==> src/rtl/gr_write_arbiter.sv <==
// ---------------------------------------------------------------------------
// gr_write_arbiter
//
// Shares the two general-register-file write ports among NUM_SRC result
// producers (ALU primary, ALU secondary, load unit, divider, ...).
//
// Behaviour summary:
//   - Round-robin search starting at r_ptr picks up to two eligible sources
//     per cycle. The first one goes to port 0. The next one whose destination
//     differs from port 0 goes to port 1.
//   - Requests to r0 are acknowledged at once and produce no write.
//   - Grants made in cycle N show up on the registered write ports in N+1.
//   - pend_mask tells the issue scoreboard which registers have a write
//     outstanding, either still requesting or sitting on a write port.
//
// Ports:
//   clk        system clock
//   rst        synchronous reset, active-high
//   wb_hold    suppresses all non-r0 grants this cycle
//   src_valid  per-source write request
//   src_dest   per-source destination, 5 bits per source
//   src_data   per-source write data, DW bits per source
//   src_ready  per-source accept (combinational)
//   wr0_*      registered write port 0 (enable / address / data)
//   wr1_*      registered write port 1 (enable / address / data)
//   pend_mask  one bit per architectural register with a pending write
// ---------------------------------------------------------------------------
module gr_write_arbiter #(
  parameter int NUM_SRC = 4,
  parameter int DW      = 32
) (
  input  logic                   clk,
  input  logic                   rst,
  input  logic                   wb_hold,
  input  logic [NUM_SRC-1:0]     src_valid,
  input  logic [NUM_SRC*5-1:0]   src_dest,
  input  logic [NUM_SRC*DW-1:0]  src_data,
  output logic [NUM_SRC-1:0]     src_ready,
  output logic                   wr0_en,
  output logic [4:0]             wr0_addr,
  output logic [DW-1:0]          wr0_data,
  output logic                   wr1_en,
  output logic [4:0]             wr1_addr,
  output logic [DW-1:0]          wr1_data,
  output logic [31:0]            pend_mask
);

  localparam int PW = $clog2(NUM_SRC);

  // Unpacked views of the flattened source buses
  logic [4:0]         w_dest [NUM_SRC];
  logic [DW-1:0]      w_data [NUM_SRC];
  logic [NUM_SRC-1:0] w_elig;
  logic [NUM_SRC-1:0] w_r0;

  // Rotation pointer and registered write ports
  logic [PW-1:0] r_ptr;
  logic          r_wr0_en;
  logic [4:0]    r_wr0_addr;
  logic [DW-1:0] r_wr0_data;
  logic          r_wr1_en;
  logic [4:0]    r_wr1_addr;
  logic [DW-1:0] r_wr1_data;

  // Arbitration results
  logic               w_found0;
  logic               w_found1;
  logic [PW-1:0]      w_sel0;
  logic [PW-1:0]      w_sel1;
  logic [NUM_SRC-1:0] w_grant;
  logic [PW-1:0]      w_last;
  logic [PW-1:0]      w_ptr_next;

  genvar gi;
  generate
    for (gi = 0; gi < NUM_SRC; gi++) begin : g_src
      assign w_dest[gi] = src_dest[5*gi +: 5];
      assign w_data[gi] = src_data[DW*gi +: DW];
      // r0 writes are discarded, so they are acknowledged even under hold
      assign w_r0[gi]   = src_valid[gi] && (w_dest[gi] == 5'd0);
      assign w_elig[gi] = src_valid[gi] && (w_dest[gi] != 5'd0) && !wb_hold && !rst;
    end
  endgenerate

  // Walk the sources in rotation order starting at r_ptr. A source whose
  // destination matches port 0 is skipped for port 1 so both ports never
  // target the same register; it simply retries next cycle.
  always_comb begin : p_search
    logic [PW:0] idx;
    idx      = '0;
    w_found0 = 1'b0;
    w_found1 = 1'b0;
    w_sel0   = '0;
    w_sel1   = '0;
    for (int k = 0; k < NUM_SRC; k++) begin
      idx = {1'b0, r_ptr} + (PW+1)'(k);
      if (idx >= (PW+1)'(NUM_SRC)) begin
        idx = idx - (PW+1)'(NUM_SRC);
      end
      if (w_elig[idx[PW-1:0]]) begin
        if (!w_found0) begin
          w_found0 = 1'b1;
          w_sel0   = idx[PW-1:0];
        end else if (!w_found1 && (w_dest[idx[PW-1:0]] != w_dest[w_sel0])) begin
          w_found1 = 1'b1;
          w_sel1   = idx[PW-1:0];
        end
      end
    end
  end

  always_comb begin
    w_grant = '0;
    if (w_found0) w_grant[w_sel0] = 1'b1;
    if (w_found1) w_grant[w_sel1] = 1'b1;
  end

  assign src_ready = rst ? '0 : (w_r0 | w_grant);

  // The next search starts just past the last source that won a port
  assign w_last     = w_found1 ? w_sel1 : w_sel0;
  assign w_ptr_next = (w_last == PW'(NUM_SRC-1)) ? '0 : w_last + 1'b1;

  always_ff @(posedge clk) begin
    if (rst) begin
      r_ptr      <= '0;
      r_wr0_en   <= 1'b0;
      r_wr0_addr <= '0;
      r_wr0_data <= '0;
      r_wr1_en   <= 1'b0;
      r_wr1_addr <= '0;
      r_wr1_data <= '0;
    end else begin
      r_wr0_en <= w_found0;
      r_wr1_en <= w_found1;
      // Address/data hold when a port is idle
      if (w_found0) begin
        r_wr0_addr <= w_dest[w_sel0];
        r_wr0_data <= w_data[w_sel0];
      end
      if (w_found1) begin
        r_wr1_addr <= w_dest[w_sel1];
        r_wr1_data <= w_data[w_sel1];
      end
      if (w_found0) begin
        r_ptr <= w_ptr_next;
      end
    end
  end

  assign wr0_en   = r_wr0_en;
  assign wr0_addr = r_wr0_addr;
  assign wr0_data = r_wr0_data;
  assign wr1_en   = r_wr1_en;
  assign wr1_addr = r_wr1_addr;
  assign wr1_data = r_wr1_data;

  always_comb begin
    pend_mask = '0;
    for (int i = 0; i < NUM_SRC; i++) begin
      if (src_valid[i]) pend_mask[w_dest[i]] = 1'b1;
    end
    if (r_wr0_en) pend_mask[r_wr0_addr] = 1'b1;
    if (r_wr1_en) pend_mask[r_wr1_addr] = 1'b1;
    pend_mask[0] = 1'b0;
  end

  // Both ports writing the same register would make the result order-dependent
  always_ff @(posedge clk) begin
    if (!rst && r_wr0_en && r_wr1_en) begin
      assert (r_wr0_addr != r_wr1_addr)
        else $error("gr_write_arbiter: both write ports target r%0d", r_wr0_addr);
    end
  end

endmodule

==> config.mk <==
export PLATFORM = sky130hd
export DESIGN_NAME = gr_write_arbiter
export DESIGN_NICKNAME = d
export VERILOG_FILES = /design/src/rtl/gr_write_arbiter.sv
export SDC_FILE = /design/constraint.sdc
export NUM_CORES = 1
export LEC_CHECK = 0
export ABC_AREA = 1
export BUFFER_PORTS_ARGS = -buffer_cell sky130_fd_sc_hd__buf_2
export CAP_MARGIN = 40
export CORE_UTILIZATION = 45
export CTS_CLUSTER_DIAMETER = 80
export DETAILED_ROUTE_END_ITERATION = 16
export PLACE_DENSITY = 0.78
export SLEW_MARGIN = 25
export SYNTH_ARGS = -nofsm -noshare
export SYNTH_HDL_FRONTEND = slang
export SYNTH_SLANG_ARGS = --single-unit
==> constraint.sdc <==
create_clock -name clk -period 5.1 [get_ports clk]
set_input_delay 0.765 -clock clk [delete_from_list [all_inputs] [get_ports clk]]
set_output_delay 0.765 -clock clk [all_outputs]
set_load 0.03 [all_outputs]
Yosys cells after proc, flatten, opt, wreduce, memory -nomap -nowiden:

Cells that the tools add are included.

* register bits: 78
* input port bits: 155
* output and inout bits: 112
* word-level logic and storage cells: 202

* $add $sub $neg: 8
* magnitude comparators: 32
* equal/unequal tests: 4
* mux-type cells: 98
* bitwise operators: 15
* reductions and logical operators: 38

Operators with widths (number)
* $mux W32: 10
* $or A32 B32 Y32: 5
* $bmux W32 S2: 2
* $bmux W5 S2: 8
* $mux W5: 16
* $mux W2: 22
* $lt A5 B6 Y1 const B: 6
* $ge A3 B3 Y1 const B: 11
* $demux W1 S5: 6
* $ge A5 B1 Y1 const B: 6
* $logic_and A1 B1 Y1: 26
* $mux W1: 25
* $not A2 Y3: 8
* $logic_not A5 Y1: 4
* $reduce_bool A5 Y1: 4
* $lt A2 B3 Y1 const B: 6
* $ne A5 B5 Y1: 3
* $mux W4: 3
* $bmux W1 S2: 4
* $or A4 B4 Y4: 2
* $sub A2 B1 Y2 const B: 4
* $add A2 B2 Y3 const B: 2
* $demux W1 S2: 2
* $ge A2 B1 Y1 const B: 2
* 5 further kinds: 8

Longest topological paths before layout:

* depth after elaboration: 33
* gate-level depth with buffers: 33
* mapped depth without buffers: 30

Worst setup path after synthesis:

No wires, ideal clock.

* kind: input-to-output
* start: input src_dest[15]
* end: output src_ready[2]
* arrival: 4.101 ns
* data required time: 4.335 ns
* setup slack: 0.234 ns
* stages on the path: 27
* path buffers: 4
* cells stage by stage: buf_2 -> nor2_1 -> nand3_1 -> nand3_1 -> nand3_1 -> nand2_1 -> inv_1 -> ha_1 -> nand3b_4 -> nand2_2 -> nand2_2 -> nand2_1 -> buf_4 -> nand2_1 -> nand3_1 -> nand2_1 -> nand2_1 -> nand2_1 -> nand2_1 -> nor2_2 -> nor2_2 -> nand3_1 -> nand2_1 -> buf_4 -> buf_4 -> nand2_1 -> a21oi_1

* longest elaborated chain between the ends: 33
* elaborated cells between the ends (all ways): 84
* classes of those cells: order compare: 4; eq/ne: 3; mux: 62; bitwise: 5; reduce/logical: 10

Ends and longest elaborated chain
* from (decl): RTL line 36 `input logic [NUM_SRC*5-1:0] src_dest,`
* $reduce_bool A5 Y1: RTL line 81 `assign w_elig[gi] = src_valid[gi] && (w_dest[gi] != 5'd0) && !wb_hold && !rst;`
* $logic_and A1 B1 Y1 (3 in series): RTL line 81
* $bmux W1 S2: RTL line 100 `if (w_elig[idx[PW-1:0]]) begin`
* $mux W1 (not written as such): RTL line 100
* $mux W2: RTL line 100
* $not A2 Y3 (not written as such): RTL line 104 `end else if (!w_found1 && (w_dest[idx[PW-1:0]] != w_dest[w_sel0])) begin`
* $bmux W5 S2: RTL line 104
* $mux W5 (not written as such) (2 in series): RTL line 104
* (+14 left out)
* $lt A2 B3 Y1 (not written as such) or $ge A2 B1 Y1 (tied branches): RTL line 115 `if (w_found1) w_grant[w_sel1] = 1'b1;`
* $logic_and A1 B1 Y1 (not written as such): RTL line 115
* $mux W1 (not written as such): RTL line 115
* $demux W1 S2: RTL line 115
* $or A4 B4 Y4 (no source line)
* $mux W4 (*): RTL line 115
* $or A4 B4 Y4 (*): RTL line 118 `assign src_ready = rst ? '0 : (w_r0 | w_grant);`
* $mux W4 (*): RTL line 118
* to (decl): RTL line 38 `output logic [NUM_SRC-1:0] src_ready,`

Mark *: on every way between the ends. The rest lies on a longest branch, timed or not. The select of a mux whose other input is x is not followed.

Worst setup path after layout:

* start: input rst
* end: output src_ready[1]

* longest elaborated chain between the ends: 31
* elaborated cells between the ends (all ways): 76
* classes of those cells: order compare: 4; eq/ne: 3; mux: 53; bitwise: 5; reduce/logical: 11

Ends and longest elaborated chain
* from (decl): RTL line 33 `input logic rst,`
* $logic_not A1 Y1
* $logic_and A1 B1 Y1: RTL line 81
* $bmux W1 S2: RTL line 100
* $mux W1 (not written as such): RTL line 100
* $mux W2: RTL line 100
* $not A2 Y3 (not written as such): RTL line 104
* $bmux W5 S2: RTL line 104
* $mux W5 (not written as such) (2 in series): RTL line 104
* (+14 left out)
* $lt A2 B3 Y1 (not written as such) or $ge A2 B1 Y1 (tied branches): RTL line 115
* $logic_and A1 B1 Y1 (not written as such): RTL line 115
* $mux W1 (not written as such): RTL line 115
* $demux W1 S2: RTL line 115
* $or A4 B4 Y4 (no source line)
* $mux W4: RTL line 115
* $or A4 B4 Y4: RTL line 118
* $mux W4 (*): RTL line 118

Marks and branches as above.

==> reports/summary.log <==
[global_route] wire length of the first global-routing pass 62200 um
[worst_setup_path] Crit Path Max Fanout 12
[worst_setup_path] r2r startpoint r_ptr[0]
[timing] setup TNS after final layout 0 ns
[floorplanning] starting density of the core 45.9%
[floorplanning] die area 0.0204 mm2
[clocking] TritonCTS clock tree yes
[clocking] number of buffers inserted by post-CTS setup repair 0
[worst_setup_path] data arrival time of the critical path 3.99 ns
[min_path] Hold Crit Start wr0_data[28]
[pwr] worst ir drop on vdd 717 uV
[worst_setup_path] peak per-stage delay on the critical path 0.28 ns
[clocking] maximum buffer depth of the clock tree 2
[drt] Post-Route WL 40900 um
[timing] final number of setup-violating endpoints 0
[placed_design] placed wire-length estimate after detailed placement 28600 um
[worst_setup_path] crit path kind in2out
[timing] minimum hold slack 0.526 ns
[timing] unrepaired setup endpoints after global routing no
[yosys] sequential-to-total area share from yosys stat 17.5%
[finish] share of post-route cells with drive strength above 1 20.8%
[yosys] number of unique standard cell types used by synthesis 47
[timing] fin crit share 93.2%
[yosys] most area-consuming cells after synthesis sky130_fd_sc_hd__dfxtp_1 17%, sky130_fd_sc_hd__nand3_1 16%, sky130_fd_sc_hd__nand2_1 16%
[drt] post-detailed-route count of antenna-violating nets 0
[global_route] number of antenna violations at the first check in global routing 1
[floorplanning] placeable core region 0.0195 mm2
[min_path] path class of the lowest-slack min-delay path reg2reg
[yosys] Synth top area share 17.5%
[run] maximum capacitance violations 0
[clocking] H-tree depth reported by CTS 3
[worst_setup_path] cell with the most instances on the worst path sky130_fd_sc_hd__nand2_1
[clocking] Reg clk slew, reported paths 0.06 ns
[placed_design] RePlAce Congestion 1.04
[drt] Initial DRC Count 1524
[clocking] clock latency on the worst-skew pair 0.34 ns
[worst_setup_path] CP required 4.34 ns
[floorplanning] I/O pin count 267
[global_route] total overflow reported by the global router 0
[timing] Max Freq 210 MHz
[timing] final count of hold timing violations 0
[finish] area growth from synthesis to layout 21.8%
[clocking] number of hold buffers added after CTS 0
[run_status] outcome finished clean
[yosys] post-synthesis area per instance 5.57 um2
[drt] Initial DRT Pass Iterations 6
[yosys] total nets after synthesis 1763
[worst_setup_path] family with the most delay on the worst path simple AND/OR/NAND/NOR gates
[clocking] clock buffer count from CTS 9
[global_route] maximum number of pins on one net before global-route repair 77
[floorplanning] chip height 143 um
[placed_design] number of port buffers 265
[yosys] number of instances in the synthesized netlist 1606
[clocking] count of clock tree sinks 78
[worst_setup_path] count of buffer and inverter cells on the critical path 6
[yosys] FF+latch count, synth 78
[global_route] GRT Resource Usage Total 39.3%
[worst_setup_path] depth of the worst register-to-register path 25
[timing] Setup Skew 0.0127 ns
[floorplanning] width of the chip 143 um
[yosys] most used standard cell by instance count after synthesis sky130_fd_sc_hd__nand2_1
[yosys] count of flip-flops with a built-in enable after synthesis 0
[timing] Worst Tran Pin Value 0.832 ns
[yosys] FFs w/ async S/R, synth 0%
[yosys] most used flip-flop cell after synthesis sky130_fd_sc_hd__dfxtp_1
[drt] DRC viols 0
[timing] crit path time final 4.75 ns
[drt] number of vias per cell 5.96
[floorplanning] Placement Rows 51
[finish] count of fill cells added during filler insertion 1998
[min_path] cell count of the worst hold path 2
[yosys] count of yosys warnings during synthesis 0
[pwr] leakage 6.19 nW
[yosys] total standard cell area after synthesis 0.00894 mm2
[worst_setup_path] Worst setup SP type input port
[worst_setup_path] flop-to-flop setup slack 0.87 ns
[drt] total via count in the routed design 12578
[finish] sequential cell area in the final layout 0.00156 mm2
[finish] multi-input gate area in the final layout 0.00574 mm2
[drt] Avg WL per Cell 19.4 um
[yosys] biggest area consumer among synthesized cells sky130_fd_sc_hd__dfxtp_1
[clocking] buffer type at the clock tree root sky130_fd_sc_hd__clkbuf_16
[global_route] number of global-route vias before repair 11453
[pwr] power per cell area 714 mW/mm2
[finish] number of nets in the final layout 1998
[worst_setup_path] sort of element at the end of the critical path output port
[worst_setup_path] Worst R2R End wr1_data[18]
[yosys] commonest cells in the synthesized netlist 383 x sky130_fd_sc_hd__nand2_1, 301 x sky130_fd_sc_hd__inv_1, 289 x sky130_fd_sc_hd__nand3_1, 94 x sky130_fd_sc_hd__o21ai_0, 78 x sky130_fd_sc_hd__dfxtp_1
[min_path] worst min-delay path endpoint wr0_data[28]
[timing] max-slew violations 0
[worst_setup_path] library cell contributing the largest single delay on the critical path sky130_fd_sc_hd__ha_2
[timing] Slew HR 44.6%
## logic make-up (layout without fill, tap and decap cells)
family | count (synthesis) | after routing | synth area share [%]
AO/OA/AOI/OAI | 292 | 292 | 21.8
XOR/XNOR | 5 | 5 | 0.490
adder cells (fa/ha/maj) | 2 | 2 | 0.280
buffers and inverters | 420 | 660 | 19.0
flip-flops | 78 | 78 | 17.5
other | 1 | 2 | 0.0419
AND/OR/NAND/NOR | 808 | 808 | 41.0
## cells in the final DEF (no fill, tap or decap), types with 14 or more instances in the layout
master and count:
sky130_fd_sc_hd__a21oi_1 26, sky130_fd_sc_hd__a22oi_1 17, sky130_fd_sc_hd__a31oi_1 15, sky130_fd_sc_hd__buf_2 268, sky130_fd_sc_hd__buf_4 55, sky130_fd_sc_hd__dfxtp_1 78, sky130_fd_sc_hd__inv_1 300, sky130_fd_sc_hd__nand2_1 379
sky130_fd_sc_hd__nand2_2 14, sky130_fd_sc_hd__nand3_1 289, sky130_fd_sc_hd__nand4_1 22, sky130_fd_sc_hd__nor2_1 30, sky130_fd_sc_hd__nor3_1 47, sky130_fd_sc_hd__o2111ai_1 19, sky130_fd_sc_hd__o211ai_1 14, sky130_fd_sc_hd__o21ai_0 93
sky130_fd_sc_hd__o221ai_1 43, sky130_fd_sc_hd__o22ai_1 17, sky130_fd_sc_hd__o31ai_1 16
## power breakdown
part,switching (mW),internal [mW]
Sequential,0.199,0.860
Clock,0.277,0.381
Combinational,4.30,1.76
## final cells by class
class	instances	share of cell area, %
sequential	78	14.3
multi-input combinational	1108	52.7
timing repair buffer	324	16.2
antenna	1	0.0230
clock inverter	5	0.540
inverter	320	11.1
tap	265	3.05
clock buffer	11	2.14
## registers in the layout (all words and copies together), names as in the netlist
| name | count |
|---|---|
| wr1_data | 32 |
| wr0_data | 32 |
| wr1_en | 1 |
| wr0_addr | 5 |
| wr1_addr | 5 |
| r_ptr | 2 |
| wr0_en | 1 |
## how the worst max path moves through the flow
stage | endpoint | cells after the start | start
after floorplan | src_ready[2] | 27 | src_dest[15]
after global placement | src_ready[1] | 28 | rst
after detailed placement | src_ready[0] | 26 | rst
after CTS | src_ready[0] | 26 | rst
after global routing | src_ready[3] | 27 | src_dest[16]
final | src_ready[1] | 28 | rst
## stage by stage
stage / utilization (%) / cell area (um2) / power (mW) / cells / worst slack (ns)
2_1_floorplan: - / 8940 / 5.40 / 1606 / 0.234
3_3_place_gp: 54.1 / 10500 / 6.87 / 2090 / 0.318
3_5_place_dp: 54.2 / 10500 / 6.94 / 2093 / 0.254
4_1_cts: 55.7 / 10800 / 7.62 / 2109 / 0.242
5_1_grt: 55.9 / 10900 / 8.38 / 2112 / 0.0184
6_report: 55.9 / 10900 / 7.78 / 2112 / 0.348
## worst register-to-register path: stages, from the launching register on
cell and delay, ns:
sky130_fd_sc_hd__dfxtp_1 0.53, sky130_fd_sc_hd__buf_4 0.28, sky130_fd_sc_hd__nand2_2 0.14, sky130_fd_sc_hd__nand2_4 0.16, sky130_fd_sc_hd__inv_2 0.13, sky130_fd_sc_hd__nand3_4 0.14
sky130_fd_sc_hd__nand2_4 0.11, sky130_fd_sc_hd__nand2_1 0.16, sky130_fd_sc_hd__nor2_1 0.07, sky130_fd_sc_hd__a21oi_2 0.34, sky130_fd_sc_hd__nand3_1 0.17, sky130_fd_sc_hd__nand2_1 0.09
sky130_fd_sc_hd__nand2_1 0.05, sky130_fd_sc_hd__nand2_1 0.05, sky130_fd_sc_hd__nand3_1 0.12, sky130_fd_sc_hd__nor2_2 0.12, sky130_fd_sc_hd__nor2_2 0.05, sky130_fd_sc_hd__nand2_2 0.05
sky130_fd_sc_hd__nand2_2 0.09, sky130_fd_sc_hd__nand2_4 0.09, sky130_fd_sc_hd__buf_4 0.63, sky130_fd_sc_hd__nand2_1 0.17, sky130_fd_sc_hd__nand3_1 0.12, sky130_fd_sc_hd__nand3_1 0.14
sky130_fd_sc_hd__nand2_1 0.10, sky130_fd_sc_hd__inv_1 0.04
## timing repair
item | CTS | global route
gates resized for setup | 0 | 13
hold endpoints to repair | 0 | 0
setup endpoints to repair | 0 | 4
## routing by layer
| layer | vias to the layer above | track usage (%) | part of all wire, % |
|---|---|---|---|
| met5 | - | 0 | 0 |
| met4 | 0 | 19.8 | 5.3 |
| met3 | 195 | 8.28 | 12 |
| met2 | 917 | 62.3 | 44 |
| met1 | 5638 | 50.3 | 39 |
| li1 | 5828 | - | - |
Note: power is estimated with default switching activity, not from simulation.
